`src/rtl/echo_pipeline_sequencer_pkg.sv`:
```
// Shared types and default timing for the echo-cancellation chain controllers.
// Holds the sequencer state encoding and the timing constants other controllers reuse.
package echo_pkg;

    localparam int CNT_W_DEF     = 13;
    localparam int PULSE_LEN_DEF = 2;
    localparam int CONV_WAIT_DEF = 8;
    localparam int LAG_WAIT_DEF  = 600;

    typedef enum logic [2:0] {
        IDLE,
        CONV_EN,
        CONV_WT,
        LAG_EN,
        LAG_WT,
        D2S_EN
    } seq_state_t;

    function automatic int max3(input int a, input int b, input int c);
        int m;
        m = (a > b) ? a : b;
        return (m > c) ? m : c;
    endfunction

endpackage

```
`src/rtl/echo_pipeline_sequencer_if.sv`:
```
// Bus between the sequencer and the echo chain: frame counter, ready flags, enables, stats.
// master = the sequencer, slave = the chain side.
interface echo_pipeline_sequencer_if
    import echo_pkg::*;
#(
    parameter int CNT_W  = CNT_W_DEF,
    parameter int STAT_W = 8
);
    logic [CNT_W-1:0]  sampling_cycle_counter;
    logic              ready_conv;
    logic              ready_lag;
    logic              enable_conv;
    logic              enable_lag;
    logic              enable_d2s;
    logic              enable_sampling;
    logic              enable_cancel;
    logic              busy;
    logic [STAT_W-1:0] miss_cnt;
    logic [STAT_W-1:0] overrun_cnt;

    modport master (
        input  sampling_cycle_counter, ready_conv, ready_lag,
        output enable_conv, enable_lag, enable_d2s, enable_sampling,
        output enable_cancel, busy, miss_cnt, overrun_cnt
    );

    modport slave (
        output sampling_cycle_counter, ready_conv, ready_lag,
        input  enable_conv, enable_lag, enable_d2s, enable_sampling,
        input  enable_cancel, busy, miss_cnt, overrun_cnt
    );
endinterface

```
`src/rtl/echo_pipeline_sequencer_sat.sv`:
```
// Saturating up-counter with synchronous clear; holds at MAX instead of wrapping.
module sat_counter #(
    parameter int WIDTH = 8,
    parameter int MAX   = (1 << WIDTH) - 1
)(
    input  logic             clk,
    input  logic             clr,
    input  logic             inc,
    output logic [WIDTH-1:0] value
);
    localparam logic [WIDTH-1:0] MAX_V = WIDTH'(MAX);

    logic [WIDTH-1:0] value_reg;

    always_ff @(posedge clk) begin
        if (clr) begin
            value_reg <= '0;
        end else if (inc && (value_reg != MAX_V)) begin
            value_reg <= value_reg + WIDTH'(1);
        end
    end

    assign value = value_reg;
endmodule

```
`src/rtl/echo_pipeline_sequencer.sv`:
```
// Per-frame enable sequencer: conv pulse, wait, lag pulse, wait, d2s pulse, gated on ready flags.
// Also produces the lag_generator warm-up gate and the sticky canceller enable.
module echo_pipeline_sequencer
    import echo_pkg::*;
#(
    parameter int CNT_W         = CNT_W_DEF,
    parameter int PULSE_LEN     = PULSE_LEN_DEF,
    parameter int CONV_WAIT     = CONV_WAIT_DEF,
    parameter int LAG_WAIT      = LAG_WAIT_DEF,
    parameter int WARMUP_FRAMES = 2,
    parameter int STAT_W        = 8
)(
    input  logic                      clk_operation,
    input  logic                      rst,
    echo_pipeline_sequencer_if.master bus
);
    localparam int TMR_MAX = max3(PULSE_LEN, CONV_WAIT, LAG_WAIT);
    localparam int TMR_W   = $clog2(TMR_MAX + 1);
    localparam int FRM_W   = (WARMUP_FRAMES < 1) ? 1 : $clog2(WARMUP_FRAMES + 1);

    // Timer counts down to zero, so each state is loaded with its length minus one.
    localparam logic [TMR_W-1:0] PULSE_LD = TMR_W'(PULSE_LEN - 1);
    localparam logic [TMR_W-1:0] CONV_LD  = TMR_W'(CONV_WAIT - 1);
    localparam logic [TMR_W-1:0] LAG_LD   = TMR_W'(LAG_WAIT - 1);

    seq_state_t        state_reg, state_next;
    logic [TMR_W-1:0]  tmr_reg, tmr_next;
    logic [CNT_W-1:0]  prev_reg;
    logic              enable_conv_reg, enable_lag_reg, enable_d2s_reg;
    logic              enable_cancel_reg, busy_reg;
    logic              fs, tmr_done, miss_inc, overrun_inc;
    logic [1:0]        stat_inc;
    logic [STAT_W-1:0] stat_val [2];
    logic [FRM_W-1:0]  frame_cnt;

    assign fs          = (bus.sampling_cycle_counter == '0) && (prev_reg != '0);
    assign tmr_done    = (tmr_reg == '0);
    assign overrun_inc = fs && (state_reg != IDLE);

    always_ff @(posedge clk_operation) begin
        if (rst) begin
            state_reg         <= IDLE;
            tmr_reg           <= '0;
            prev_reg          <= '0;
            enable_conv_reg   <= 1'b0;
            enable_lag_reg    <= 1'b0;
            enable_d2s_reg    <= 1'b0;
            enable_cancel_reg <= 1'b0;
            busy_reg          <= 1'b0;
        end else begin
            state_reg         <= state_next;
            tmr_reg           <= tmr_next;
            prev_reg          <= bus.sampling_cycle_counter;
            enable_conv_reg   <= (state_next == CONV_EN);
            enable_lag_reg    <= (state_next == LAG_EN);
            enable_d2s_reg    <= (state_next == D2S_EN);
            enable_cancel_reg <= enable_cancel_reg | (state_next == D2S_EN);
            busy_reg          <= (state_next != IDLE);
        end
    end

    always_comb begin
        state_next = state_reg;
        miss_inc   = 1'b0;
        case (state_reg)
            IDLE:    if (fs) state_next = CONV_EN;
            CONV_EN: if (tmr_done) state_next = CONV_WT;
            CONV_WT: if (tmr_done) begin
                         if (bus.ready_conv) state_next = LAG_EN;
                         else begin
                             state_next = IDLE;
                             miss_inc   = 1'b1;
                         end
                     end
            LAG_EN:  if (tmr_done) state_next = LAG_WT;
            LAG_WT:  if (tmr_done) begin
                         if (bus.ready_lag) state_next = D2S_EN;
                         else begin
                             state_next = IDLE;
                             miss_inc   = 1'b1;
                         end
                     end
            D2S_EN:  if (tmr_done) state_next = IDLE;
            default: state_next = IDLE;
        endcase

        tmr_next = tmr_done ? tmr_reg : tmr_reg - TMR_W'(1);
        if (state_next != state_reg) begin
            case (state_next)
                CONV_EN, LAG_EN, D2S_EN: tmr_next = PULSE_LD;
                CONV_WT:                 tmr_next = CONV_LD;
                LAG_WT:                  tmr_next = LAG_LD;
                default:                 tmr_next = '0;
            endcase
        end
    end

    // Index 0 counts aborted frames, index 1 counts frame starts that arrived while busy.
    assign stat_inc = {overrun_inc, miss_inc};

    for (genvar gi = 0; gi < 2; gi++) begin : g_stat
        sat_counter #(.WIDTH(STAT_W)) u_stat (
            .clk   (clk_operation),
            .clr   (rst),
            .inc   (stat_inc[gi]),
            .value (stat_val[gi])
        );
    end

    sat_counter #(.WIDTH(FRM_W), .MAX(WARMUP_FRAMES)) u_frames (
        .clk   (clk_operation),
        .clr   (rst),
        .inc   (fs),
        .value (frame_cnt)
    );

    assign bus.enable_conv     = enable_conv_reg;
    assign bus.enable_lag      = enable_lag_reg;
    assign bus.enable_d2s      = enable_d2s_reg;
    assign bus.enable_cancel   = enable_cancel_reg;
    assign bus.busy            = busy_reg;
    assign bus.enable_sampling = (frame_cnt == FRM_W'(WARMUP_FRAMES));
    assign bus.miss_cnt        = stat_val[0];
    assign bus.overrun_cnt     = stat_val[1];
endmodule

```
`src/flat_wrapper.sv`:
```
// flat-port wrapper written by rule: the top's interface ports become plain ports
module echo_pipeline_sequencer_flat import echo_pkg::*;
#(
    parameter int CNT_W         = CNT_W_DEF,
    parameter int PULSE_LEN     = PULSE_LEN_DEF,
    parameter int CONV_WAIT     = CONV_WAIT_DEF,
    parameter int LAG_WAIT      = LAG_WAIT_DEF,
    parameter int WARMUP_FRAMES = 2,
    parameter int STAT_W        = 8
)
  (clk_operation, rst, bus_sampling_cycle_counter, bus_ready_conv, bus_ready_lag, bus_enable_conv, bus_enable_lag, bus_enable_d2s, bus_enable_sampling, bus_enable_cancel, bus_busy, bus_miss_cnt, bus_overrun_cnt);
  echo_pipeline_sequencer_if #(.CNT_W(CNT_W), .STAT_W(STAT_W)) bus_i ();
  input  logic clk_operation;
  input  logic rst;
  input wire logic [$bits(bus_i.sampling_cycle_counter)-1:0] bus_sampling_cycle_counter;
  input wire logic [$bits(bus_i.ready_conv)-1:0] bus_ready_conv;
  input wire logic [$bits(bus_i.ready_lag)-1:0] bus_ready_lag;
  output wire logic [$bits(bus_i.enable_conv)-1:0] bus_enable_conv;
  output wire logic [$bits(bus_i.enable_lag)-1:0] bus_enable_lag;
  output wire logic [$bits(bus_i.enable_d2s)-1:0] bus_enable_d2s;
  output wire logic [$bits(bus_i.enable_sampling)-1:0] bus_enable_sampling;
  output wire logic [$bits(bus_i.enable_cancel)-1:0] bus_enable_cancel;
  output wire logic [$bits(bus_i.busy)-1:0] bus_busy;
  output wire logic [$bits(bus_i.miss_cnt)-1:0] bus_miss_cnt;
  output wire logic [$bits(bus_i.overrun_cnt)-1:0] bus_overrun_cnt;
  assign bus_i.sampling_cycle_counter = bus_sampling_cycle_counter;
  assign bus_i.ready_conv = bus_ready_conv;
  assign bus_i.ready_lag = bus_ready_lag;
  assign bus_enable_conv = bus_i.enable_conv;
  assign bus_enable_lag = bus_i.enable_lag;
  assign bus_enable_d2s = bus_i.enable_d2s;
  assign bus_enable_sampling = bus_i.enable_sampling;
  assign bus_enable_cancel = bus_i.enable_cancel;
  assign bus_busy = bus_i.busy;
  assign bus_miss_cnt = bus_i.miss_cnt;
  assign bus_overrun_cnt = bus_i.overrun_cnt;
  echo_pipeline_sequencer #(.CNT_W(CNT_W), .PULSE_LEN(PULSE_LEN), .CONV_WAIT(CONV_WAIT), .LAG_WAIT(LAG_WAIT), .WARMUP_FRAMES(WARMUP_FRAMES), .STAT_W(STAT_W)) u_core (.clk_operation(clk_operation), .rst(rst), .bus(bus_i));
endmodule
```
`config.mk`:
```
export PLATFORM = sky130hd
export DESIGN_NAME = echo_pipeline_sequencer_flat
export DESIGN_NICKNAME = d
export VERILOG_FILES = /design/src/rtl/echo_pipeline_sequencer_pkg.sv /design/src/rtl/echo_pipeline_sequencer_if.sv /design/src/rtl/echo_pipeline_sequencer_sat.sv /design/src/rtl/echo_pipeline_sequencer.sv /design/src/flat_wrapper.sv
export SDC_FILE = /design/constraint.sdc
export NUM_CORES = 1
export LEC_CHECK = 0
export BUFFER_PORTS_ARGS = -buffer_cell sky130_fd_sc_hd__buf_2
export CORE_ASPECT_RATIO = 1.2
export CORE_MARGIN = 5
export CORE_UTILIZATION = 40
export DETAILED_ROUTE_END_ITERATION = 16
export PLACE_DENSITY = 0.61
export SLEW_MARGIN = 20
export SYNTH_ARGS = -nofsm -noshare
export SYNTH_HDL_FRONTEND = slang
export SYNTH_HIERARCHICAL = 1
export SYNTH_SLANG_ARGS = --single-unit
```
`constraint.sdc`:
```
create_clock -name clk_operation -period 3.7 [get_ports clk_operation]
set_input_delay 0.74 -clock clk_operation [delete_from_list [all_inputs] [get_ports clk_operation]]
set_output_delay 0.74 -clock clk_operation [all_outputs]
set_load 0.005 [all_outputs]
```
==> results.yml <==
sta:
  final_hold_viol_count: 0
  drv_slew: 0
  relSlewSlack: 0.468
  period_share: 0.678
  tns_ps: 0
  fmax_mhz: 399
  worst_pin_slew_ps: 798
  setup_viol: 0
  fin_worst_skew_ps: 4.68
  min_period_ps: 2510
  rsz0062_at_grt: "false"
floorplanning:
  start_util: 0.417
  fp.dieArea_um2: 7590
  fp-row-count: 30
  fp.dieH_um: 94.5
  fp.dieW_um: 80.4
  ios: 39
  core_um2: 5710
cts:
  numCtsBuffers: 5
  clock-sinks: 49
  holdBufCountCts: 0
  cts_resized: 0
  post_cts_buffers: 0
  cts_root_buffer: "clkbuf_8"
  cts.reportedPaths.clkPinSlew_ps: 100
  cts_htree_levels: 2
  cts_buffer_depth: 2
  clk_latency_ps: 300
  cts_tree: "yes"
synthesis:
  synth_cells: 262
  synth-main-ff-cell: "dfxtp_1"
  synth_fp_nets: 283
  yosys_register_bits: 49
  ys_seq_area_frac: 0.413
  syn_area_per_cell_um2: 9.07
  synth-edff-count: 0
  synth_top_area_frac: 0.413
  synth_top_area_cell: "dfxtp_1"
  ys_top_cells_by_area: "dfxtp_1 (41%), nor2b_1 (4.5%), a21oi_1 (3.8%)"
  syn_area_um2: 2380
  ys_types: 52
  synth.yosys.warnings: 6
  async_flop_share: 0
pwr:
  p_clk_frac: 0.260
  p_comb_frac: 0.267
  leakagePower_uw: 0.00112
  p_seq_frac: 0.473
  internal_power_uw: 875
  power_density_nw_per_um2: 473
  sw_frac_of_total: 0.318
  ir_drop_mv: 0.327
  p_switching_uw: 408
detailed_routing:
  via_count: 1953
  drtPass1Iterations: 4
  final_antenna_net_count: 0
  vias_per_cell: 5.17
  drt_iter0_drc: 51
  wl_mm: 4.76
  drcViolationCount: 0
  post_drt_wl_per_cell_um: 12.6
critical_path:
  cp-end-kind: "flop"
  worst_setup_path_start_kind: "flop"
  rr_worst_depth: 8
  critical_path_required_ps: 3940
  r2r_start: "u_core/tmr_reg[0]"
  critical_path.max_fanout: 6
  crit_path_start: "u_core/tmr_reg[0]"
  timing.rr.end: "u_core/g_stat[0].u_stat/value[3]"
  arrival_ps: 2740
  critPathCapture: "u_core/g_stat[0].u_stat/value[3]"
  reg2reg_slack_ps: 1190
  path_class: "reg2reg"
flow_run:
  max-cap-violations: 0
grt:
  grt_use_total: 0.129
  grt_overflow: 0
  grt_pass1_vias: 1832
  grt_antenna_before_repair: 0
  grt_first_pass_wirelength_mm: 7.82
  grt_max_degree: 48
layout:
  utilization: 0.475
  largest_reg_flops: 16
  antenna_cells: 0
  area_delta_synth_final_pct: 14.1
  num-nets-final: 318
  drive_gt1_frac: 0.225
placed_design:
  portBuffers: 38
  dp_hpwl_mm: 3.55
  gp_congestion: 0.784
hold_path:
  worstHoldStart: "u_core/tmr_reg[8]"
  hold_path.class: "reg2reg"
run_status:
  status: "finished clean"
==> power by group through the flow <==
stage	Sequential (µW)	Combinational, µW	Clock, µW
final	607	343	334
after floorplan	611	286	0
after CTS	607	346	352
after detailed placement	619	342	0
after global placement	618	340	0
after global routing	613	387	370
==> stage by stage <==
| step | setup slack (ps) | hold slack (ps) | instance area (µm²) | total power [µW] | cells |
|---|---|---|---|---|---|
| finish | 1190 | 469 | 2710 | 1280 | 378 |
| global route | 987 | 504 | 2710 | 1370 | 378 |
| CTS | 1170 | 474 | 2710 | 1310 | 378 |
| detailed placement | 1100 | 460 | 2620 | 961 | 370 |
| global placement | 1130 | 451 | 2620 | 958 | 370 |
| floorplan | 1290 | 437 | 2380 | 897 | 262 |
==> per-layer routing <==
layer | vias to the layer above | routed length (µm) | part of all wire | global-route usage
li1 | 1013 | - | - | -
met1 | 901 | 2170 | 0.45 | 0.146
met2 | 37 | 2360 | 0.49 | 0.234
met3 | 2 | 207 | 0.043 | 0.0277
met4 | 0 | 32 | 0.0067 | 0.0479
met5 | - | 0 | 0 | 0
==> synth_stat cells (3+ instances only) <==
master	count
a211oi_1	5
a21oi_1	18
a311oi_1	3
a31oi_1	3
and4_1	5
buf_2	3
clkbuf_1	6
dfxtp_1	49
ha_1	4
inv_1	10
mux2_4	4
nand2_1	20
nand2b_1	6
nand3_1	4
nand3b_1	4
nand4_1	5
nor2_1	22
nor2b_1	17
nor3_1	10
nor4_1	5
o21ai_0	3
o21bai_1	4
or4_1	3
xnor2_1	4
xor2_1	3
==> worst min path at each step <==
stage,slack [ps],cells past startpoint,to
6_report,470,2,u_core/tmr_reg[8]
3_3_place_gp,450,2,u_core/tmr_reg[8]
2_1_floorplan,440,2,u_core/tmr_reg[8]
3_5_place_dp,460,2,u_core/tmr_reg[8]
5_1_grt,500,2,u_core/tmr_reg[8]
4_1_cts,470,2,u_core/tmr_reg[8]
==> cells by family after synthesis <==
kind of cell	count (synthesis)	synth area share
xor gates and xnor gates	7	0.0258
and+or+nand+nor	120	0.295
DFF	49	0.413
AOI/OAI and AO/OA	55	0.171
muxes	6	0.0337
buffers and inverters	21	0.0411
adders and majority gates	4	0.0211
==> cells in the final DEF, fill, tap and decap left out, drive strengths merged, types with 5 or more instances in the layout <==
cell    instances
dfxtp          49
buf            39
nor2           22
nand2          20
a21oi          19
nor2b          18
inv            13
nor3           10
nand2b          6
nor4            6
a211oi          6
clkbuf          5
and4            5
nand4           5
o21ai           5
==> worst max-delay path: stages (launching register included) <==
cell and delay [ps]:
dfxtp_1 350, inv_1 60, ha_1 220, or4b_1 600, nor3_1 240, and3_1 310
nand4_1 160, or3_2 430, o21ai_1 80
==> layout make-up <==
class                           count  area [µm²]
Fill cell                         564        2990
Tap cell                           80         100
Timing Repair Buffer               39         198
Inverter                           10        37.5
Clock buffer                        5        68.8
Clock inverter                      3        28.8
Multi-Input combinational cell    192        1300
Sequential cell                    49         981
(Power assumes the default switching activity.)
